===== src/rtl/voice_scheduler.sv =====
// Frame sequencer: shares one sample RAM among NUM_VOICES voices, mixes one sample per active voice, writes frame to codec FIFO.
// Latency: N + 2k + 2 cycles from the sampling IDLE cycle to the write strobe; stalls in IDLE while the FIFO is full. Optional macro: VOICE_SCHED_SAT_EN.
module voice_scheduler #(
   parameter int NUM_VOICES = 4,
   parameter int VOICE_LEN  = 100,
   parameter int ADDR_W     = 9
) (
   input  logic                  CLOCK_50,
   input  logic                  reset,
   input  logic [NUM_VOICES-1:0] key_on,
   input  logic                  audio_out_allowed,
   input  logic [31:0]           ram_q,
   output logic [ADDR_W-1:0]     ram_address,
   output logic                  write_audio_out,
   output logic [31:0]           left_channel_audio_out,
   output logic [31:0]           right_channel_audio_out,
   output logic                  busy
);

   localparam int VI_W  = (NUM_VOICES > 1) ? $clog2(NUM_VOICES) : 1;
   localparam int POS_W = (VOICE_LEN > 1) ? $clog2(VOICE_LEN) : 1;

`ifdef VOICE_SCHED_SAT_EN
   localparam bit SAT_EN = 1'b1;
`else
   localparam bit SAT_EN = 1'b0;
`endif

   typedef enum logic [2:0] {S_IDLE, S_SCAN, S_WAIT, S_ACC, S_OUT} state_t;

   state_t                  r_state;
   logic [NUM_VOICES-1:0]   r_act;
   logic signed [33:0]      r_acc;
   logic [VI_W-1:0]         r_vi;
   logic [POS_W-1:0]        r_pos [NUM_VOICES];
   logic [ADDR_W-1:0]       r_addr;
   logic                    r_wr;
   logic [31:0]             r_left;
   logic [31:0]             r_right;

   logic                    w_last;
   logic [ADDR_W-1:0]       w_base;
   logic [ADDR_W-1:0]       w_addr;
   logic                    w_ovf;
   logic [31:0]             w_frame;

   assign w_last = (r_vi == VI_W'(NUM_VOICES - 1));
   assign w_base = ADDR_W'(r_vi) * ADDR_W'(VOICE_LEN);
   assign w_addr = w_base + ADDR_W'(r_pos[r_vi]);

   // Out of 32-bit range when the top three accumulator bits disagree.
   always_comb begin
      w_ovf   = (r_acc[33:31] != {3{r_acc[33]}});
      w_frame = r_acc[31:0];
      if (SAT_EN && w_ovf)
         w_frame = r_acc[33] ? 32'h8000_0000 : 32'h7FFF_FFFF;
   end

   always_ff @(posedge CLOCK_50 or posedge reset) begin
      if (reset) begin
         r_state <= S_IDLE;
         r_act   <= '0;
         r_acc   <= '0;
         r_vi    <= '0;
         r_addr  <= '0;
         r_wr    <= 1'b0;
         r_left  <= '0;
         r_right <= '0;
         for (int v = 0; v < NUM_VOICES; v++)
            r_pos[v] <= '0;
      end else begin
         r_wr <= 1'b0;
         case (r_state)
            S_IDLE: begin
               if (audio_out_allowed && !r_wr) begin
                  r_act   <= key_on;
                  r_acc   <= '0;
                  r_vi    <= '0;
                  r_state <= S_SCAN;
               end
            end
            S_SCAN: begin
               if (r_act[r_vi]) begin
                  r_addr  <= w_addr;
                  r_state <= S_WAIT;
               end else if (w_last) begin
                  r_state <= S_OUT;
               end else begin
                  r_vi <= r_vi + VI_W'(1);
               end
            end
            S_WAIT: r_state <= S_ACC;
            S_ACC: begin
               r_acc <= r_acc + {{2{ram_q[31]}}, ram_q};
               if (w_last) begin
                  r_addr  <= '0;
                  r_state <= S_OUT;
               end else begin
                  r_vi    <= r_vi + VI_W'(1);
                  r_state <= S_SCAN;
               end
            end
            S_OUT: begin
               r_left  <= w_frame;
               r_right <= w_frame;
               r_wr    <= 1'b1;
               r_addr  <= '0;
               // Released voices restart from their first sample.
               for (int v = 0; v < NUM_VOICES; v++) begin
                  if (!r_act[v])
                     r_pos[v] <= '0;
                  else if (r_pos[v] == POS_W'(VOICE_LEN - 1))
                     r_pos[v] <= '0;
                  else
                     r_pos[v] <= r_pos[v] + POS_W'(1);
               end
               r_state <= S_IDLE;
            end
            default: r_state <= S_IDLE;
         endcase
      end
   end

   assign ram_address             = r_addr;
   assign write_audio_out         = r_wr;
   assign left_channel_audio_out  = r_left;
   assign right_channel_audio_out = r_right;
   assign busy                    = (r_state != S_IDLE);

endmodule


===== config.mk =====
export PLATFORM = sky130hd
export DESIGN_NAME = voice_scheduler
export DESIGN_NICKNAME = d
export VERILOG_FILES = /design/src/rtl/voice_scheduler.sv
export SDC_FILE = /design/constraint.sdc
export NUM_CORES = 1
export LEC_CHECK = 0
export ABC_AREA = 1
export CAP_MARGIN = 10
export CORE_MARGIN = 1.5
export CORE_UTILIZATION = 55
export CTS_BUF_LIST = sky130_fd_sc_hd__clkbuf_8
export DETAILED_ROUTE_END_ITERATION = 10
export PLACE_DENSITY = 0.81
export SLEW_MARGIN = 10
export SYNTH_ARGS = -nofsm -noshare
export SYNTH_HDL_FRONTEND = slang
export SYNTH_SLANG_ARGS = --single-unit
export TNS_END_PERCENT = 20

===== constraint.sdc =====
create_clock -name CLOCK_50 -period 8.2 [get_ports CLOCK_50]
set_input_delay 0.82 -clock CLOCK_50 [delete_from_list [all_inputs] [get_ports CLOCK_50]]
set_output_delay 0.82 -clock CLOCK_50 [all_outputs]
set_load 0.02 [all_outputs]

==> out/metrics.yaml, run 1 <==
run_status:
  status: "finished clean"
sta:
  period_needed_ns: 2.821
  timing.hold.ws_ns: 0.4866
  tightest_slew_ns: 0.8868
  setup_violations: 0
  grt_setup_unrepaired: "no"
  finalHoldViolCount: 0
  finalClockSkew_ns: 0.009246
  post-route-period-util_pct: 34.40
  slew_violations: 0
  setup_tns_ns: 0
  timing.fmax_ghz: 0.3545
  slew_headroom_pct: 40.88
detailed_routing:
  wl_per_cell_um: 14.10
  vias_per_cell: 5.215
  wl_um: 19740
  first_pass_iters: 8
  vias: 7301
  drc_errors: 0
  drtIter0Drc: 602
  drtAntennaViolNets: 0
clocking:
  cts.sinks: 111
  post_cts_buffers: 0
  cts_root_buf: "clkbuf_8"
  cts_tree: "done"
  h-tree-depth: 3
  cts_buffers: 9
  cts_resized: 0
  clk_latency_ns: 0.40
  holdBufCountCts: 0
  path_clk_slew_ns: 0.11
  clockBufferDepth: 2
pwr:
  ir_worst_vdd_mv: 0.1506
  p_per_area_mw_per_mm2: 310.4
  p_total_uw: 2768
  leakage_uw: 0.004785
worst_setup_path:
  critPathArrivalTime_ns: 3.11
  critPathKind: "register to register"
  crit_required_ns: 8.49
  path_max_fanout: 24
  endpoint_kind: "register"
  start_kind: "register"
  r2r_cells: 9
place:
  io_buffer_count: 113
  place.gp.congestion: 0.9725
  dp.final_hpwl_um: 15100
  dp_cells: 1384
global_routing:
  gr-usage-all-layers_pct: 28.37
  grt_pass1_vias: 6889
  grt_overflow: 0
  grt_pass1_wl_um: 32670
  grt_max_degree: 70
  antenna_found_initial: 0
floorplanning:
  die-height_um: 121.5
  fp.dieArea_mm2: 0.01475
  row_count: 43
  start_util_pct: 56.04
  die_w_um: 121.5
  coreArea_mm2: 0.01377
  io_pins: 114
yosys:
  ys_types: 46
  synth_fp_nets: 1224
  synth_top_area_cell: "dfrtp_1"
  synth_area_mm2: 0.007719
  yosysSeqAreaShare_pct: 35.99
  yosys-top-cells-area: "dfrtp_1, nand2_1, inv_1"
  ys_ff_latch: 111
  synth_warnings: 0
  yosysTopAreaCellShare_pct: 35.99
  synthCells: 1142
  avgSynthCellArea_um2: 6.759
cells_and_area:
  drive_gt1_share_pct: 3.361
  layout_commonest_cell: "nand2_1"
  seq_area_mm2: 0.002778
  multi_input_area_mm2: 0.003865
  fillCellCount: 1288
  mostFrequentLayoutCells: "nand2_1, inv_1, clkdlybuf4s50_1"
  fin_nets: 1297
  stdcell_count: 1400
  area.growth.synth_to_final_pct: 15.53
  diodes: 0
run:
  drv_cap: 0
hold_path:
  holdPathStages: 2
  hold_class: "register to register"
-- critical path: stages, from the launching register on --
cell	delay (ns)
dfrtp_1	0.79
inv_1	0.40
o21ai_0	0.28
a21oi_1	0.10
a21oi_1	0.27
ha_1	0.29
a21o_1	0.20
nand2_1	0.09
xor2_1	0.20
o21ai_1	0.08
-- kinds of logic (layout without fill, tap and decap cells) --
family	Yosys count	count (layout)	share of synthesized area (%)
and+or+nand+nor	580	580	30.99
buffers and inverters	244	322	13.94
AOI/OAI and AO/OA	161	161	11.57
DFF	111	111	35.99
adders and majority gates	43	43	7.165
xor gates and xnor gates	3	3	0.3405
-- metal layers --
metal | track usage (%) | part of all wire [%]
met1 | 36.61 | 45
met2 | 47.53 | 48
met3 | 5.404 | 4.3
met4 | 10.07 | 2.7
met5 | 0 | 0
-- cells in the mapped netlist, drive strengths merged --
library cell	number
a211oi	2
a21boi	1
a21o	2
a21oi	50
a22oi	5
a31oi	1
and2	1
and3	1
buf	50
clkbuf	2
dfrtp	111
fa	2
ha	41
inv	192
nand2	416
nand3	70
nand3b	1
nand4	10
nor2	67
nor3	11
o211ai	1
o21a	2
o21ai	84
o21bai	2
o221ai	1
o22ai	9
o32ai	1
or2	3
xnor2	1
xor2	2
-- area by class of cell --
cell class | count | share of cell area (%)
flip-flops and latches | 111 | 31.15
clock inverters | 6 | 0.5612
multi-input cells | 787 | 43.34
well taps | 180 | 2.526
clock buffers | 10 | 1.543
repair buffers | 114 | 12.77
inverters | 192 | 8.110
-- stage by stage --
stage | setup WS, ns | instance area, µm² | util [%]
after global placement | 5.228 | 8730 | 63.38
after global routing | 5.162 | 8917 | 64.74
after floorplan | 4.449 | 7719 | -
final | 5.379 | 8917 | 64.74
after detailed placement | 5.159 | 8730 | 63.38
after CTS | 5.428 | 8917 | 64.74
-- registers in the layout (all words and copies together) (netlist names) --
name and flops:
right_channel_audio_out 32, r_vi 2, ram_address 9, r_pos 28, r_act 4, r_acc 32
write_audio_out 1, r_state 3
-- path summary, 6_finish.rpt --
kind	from	to	slack [ns]
min in group asynchronous	reset	ram_address[8]	0.80
hold / removal	ram_address[3]	ram_address[3]	0.49
setup reg to reg	r_vi[0]	ram_address[5]	5.38
hold reg to reg	ram_address[3]	ram_address[3]	0.49
max in group asynchronous	reset	r_pos[24]	6.11
setup / recovery	r_vi[0]	ram_address[5]	5.38
-- where the power goes --
part | switching [µW] | internal (µW) | leakage (µW)
logic | 979 | 605 | 0.00318
registers | 150 | 702 | 0.00150
clock network | 207 | 124 | 0.000101
Power figures use the tool's default switching activity.
==> run 2, diff against run 1 <==
- CORE_UTILIZATION: 55 -> 51
- PLACE_DENSITY: 0.81 -> 0.79
- clock period: 8.2 -> 2.5 ns (I/O delays scaled with it)
==> run 2 against run 1 <==
Against the previous run: the flow now finishes with violations (design-rule violations); via count down 0.56%; cell area increased by 0.77%; worst setup slack worse by 5.0 ns; critical path depth is 4 higher; non-clock buffer count grew 9; utilization down 3.4 points; sequential share of layout area is 0.24 points lower; sequential power grew to 3.2 times the previous value; largest cell class unchanged; largest power group unchanged.
==> out/metrics.yaml, run 2 (synthesized netlist as in run 1, its figures left out) <==
cells_and_area:
  drive_gt1_share_pct: 4.068  # +0.71 points
  area.growth.synth_to_final_pct: 16.42
  mostFrequentLayoutCells: "nand2_1, inv_1, clkdlybuf4s50_1"
  layout_commonest_cell: "nand2_1"
  diodes: 0  # unchanged
  fin_nets: 1306  # +0.69%
pwr:
  ir_worst_vdd_mv: 0.4033  # +170%
  p_per_area_mw_per_mm2: 1010  # +230%
  p_total_uw: 9074  # +230%
  leakage_uw: 0.004816  # +0.66%
global_routing:
  grt_use_met3_pct: 4.376  # -1.0 points
  gr-usage-all-layers_pct: 25.72  # -2.7 points
  grt_max_degree: 112  # +60%
  top_usage_layer: "met2"
  grt_use_met2_pct: 44.18  # -3.3 points
  grt_pass1_wl_um: 32810  # +0.42%
  antenna_found_initial: 0  # unchanged
  grt_pass1_vias: 6912  # +0.33%
  grt_overflow: 0  # unchanged
  use_met1_pct: 33.34  # -3.3 points
clocking:
  cts.sinks: 111  # unchanged
  post_cts_buffers: 0  # unchanged
  cts_root_buf: "clkbuf_8"
  path_clk_slew_ns: 0.11  # about the same
  h-tree-depth: 3  # unchanged
  cts_tree: "done"
  clockBufferDepth: 2  # unchanged
  holdBufCountCts: 0  # unchanged
  cts_resized: 0  # unchanged
  cts_buffers: 9  # unchanged
  clk_latency_ns: 0.40  # about the same
sta:
  tightest_slew_ns: 0.6079  # -0.2789 ns
  setup_violations: 0  # unchanged
  finalHoldViolCount: 0  # unchanged
  post-route-period-util_pct: 82.90  # +49 points
  grt_setup_unrepaired: "no"
  slew_violations: 0  # unchanged
  timing.fmax_ghz: 0.4825  # +36%
  slew_headroom_pct: 59.48  # +19 points
  finalClockSkew_ns: 0.008606  # -0.0006399 ns
  period_needed_ns: 2.073  # -0.7480 ns
  setup_tns_ns: 0  # unchanged
floorplanning:
  row_count: 44  # +2.3%
  fp.dieArea_mm2: 0.01588  # +7.6%
  coreArea_mm2: 0.01464  # +6.3%
  io_pins: 114  # unchanged
  die-height_um: 126.0  # +3.8%
  die_w_um: 126.0  # +3.8%
  start_util_pct: 52.71  # -3.3 points
place:
  io_buffer_count: 113  # unchanged
  place.gp.congestion: 0.9097  # -6.5%
  dp.final_hpwl_um: 14920  # -1.2%
worst_setup_path:
  endpoint_kind: "register"
  start_kind: "register"
  path_max_fanout: 4  # -83%
  critPathArrivalTime_ns: 2.36  # -0.75 ns
  crit_required_ns: 2.78  # -5.71 ns
  critPathKind: "register to register"
detailed_routing:
  first_pass_iters: 8  # unchanged
  drc_errors: 5  # +5
  vias_per_cell: 5.138  # -1.5%
  vias: 7260  # -0.56%
  wl_per_cell_um: 13.97  # -0.87%
  drtIter0Drc: 567  # -5.8%
  drtAntennaViolNets: 0  # unchanged
  wl_um: 19740  # about the same
run_status:
  status: "complete, but fails checks"
  violations: "design-rule violations"
hold_path:
  hold_class: "input port to asynchronous set/reset pin"
run:
  drv_cap: 0  # unchanged
==> run 2: changes by cell type in the layout (fill, tap and decap cells not counted), sizes merged <==
cell and change:
clkinvlp +3, inv -3, clkinv +1, clkbuf -1, buf +9
==> run 2: area by class of cell <==
cell class / instances / area [µm²]
sequential: 111 / 2778
clock inverter: 7 / 46.29
tap: 184 / 230.2
clock buffer: 9 / 123.9
timing repair buffer: 123 / 1219
inverter: 192 / 724.4
multi-input combinational: 787 / 3865
fill: 1363 / 5658
==> run 2: through the flow <==
stage	utilization (%)	instances	hold WS [ns]	cell area [µm²]	setup slack, ns
final	61.36	1413	0.3619	8986	0.4275
after global routing	61.36	1413	0.3916	8986	0.1871
after CTS	61.36	1413	0.3647	8986	0.4321
after detailed placement	60.20	1397	0.4607	8816	0.07603
after global placement	60.20	1397	0.4539	8816	0.1662
after floorplan	-	1142	0.3596	7722	0.3974
==> run 2: power by group <==
group	internal (µW)	switching (µW)	total, µW
sequential	2300	427	2730
combinational	2030	3280	5310
clock	363	667	1030
==> run 2: metal layers <==
layer	part of all wire (%)	routed length [µm]
met5	0	0
met3	4.6	904
met1	45	8874
met2	48	9546
met4	2.1	419
==> run 2: critical path, cell delays in order, from the launching register on <==
cell	delay, ns
dfrtp_1	0.37
ha_1	0.22
inv_1	0.07
fa_1	0.38
inv_1	0.12
nand3_1	0.08
nand3_1	0.14
nand2_1	0.08
nand3_1	0.14
nand2_1	0.10
nand2_1	0.07
nand2_1	0.04
nand3_1	0.06
o21ai_0	0.08
==> run 2: final timing paths <==
path | from | endpoint | slack, ns | cells past startpoint
setup / recovery | r_acc[0] | r_acc[20] | 0.43 | 13
hold / removal | reset | ram_address[7] | 0.36 | 3
setup reg to reg | r_acc[0] | r_acc[20] | 0.43 | 13
hold reg to reg | ram_address[2] | ram_address[2] | 0.48 | 2
max in group asynchronous | reset | right_channel_audio_out[24] | 1.69 | 3
min in group CLOCK_50 | key_on[3] | r_act[3] | 0.39 | 3
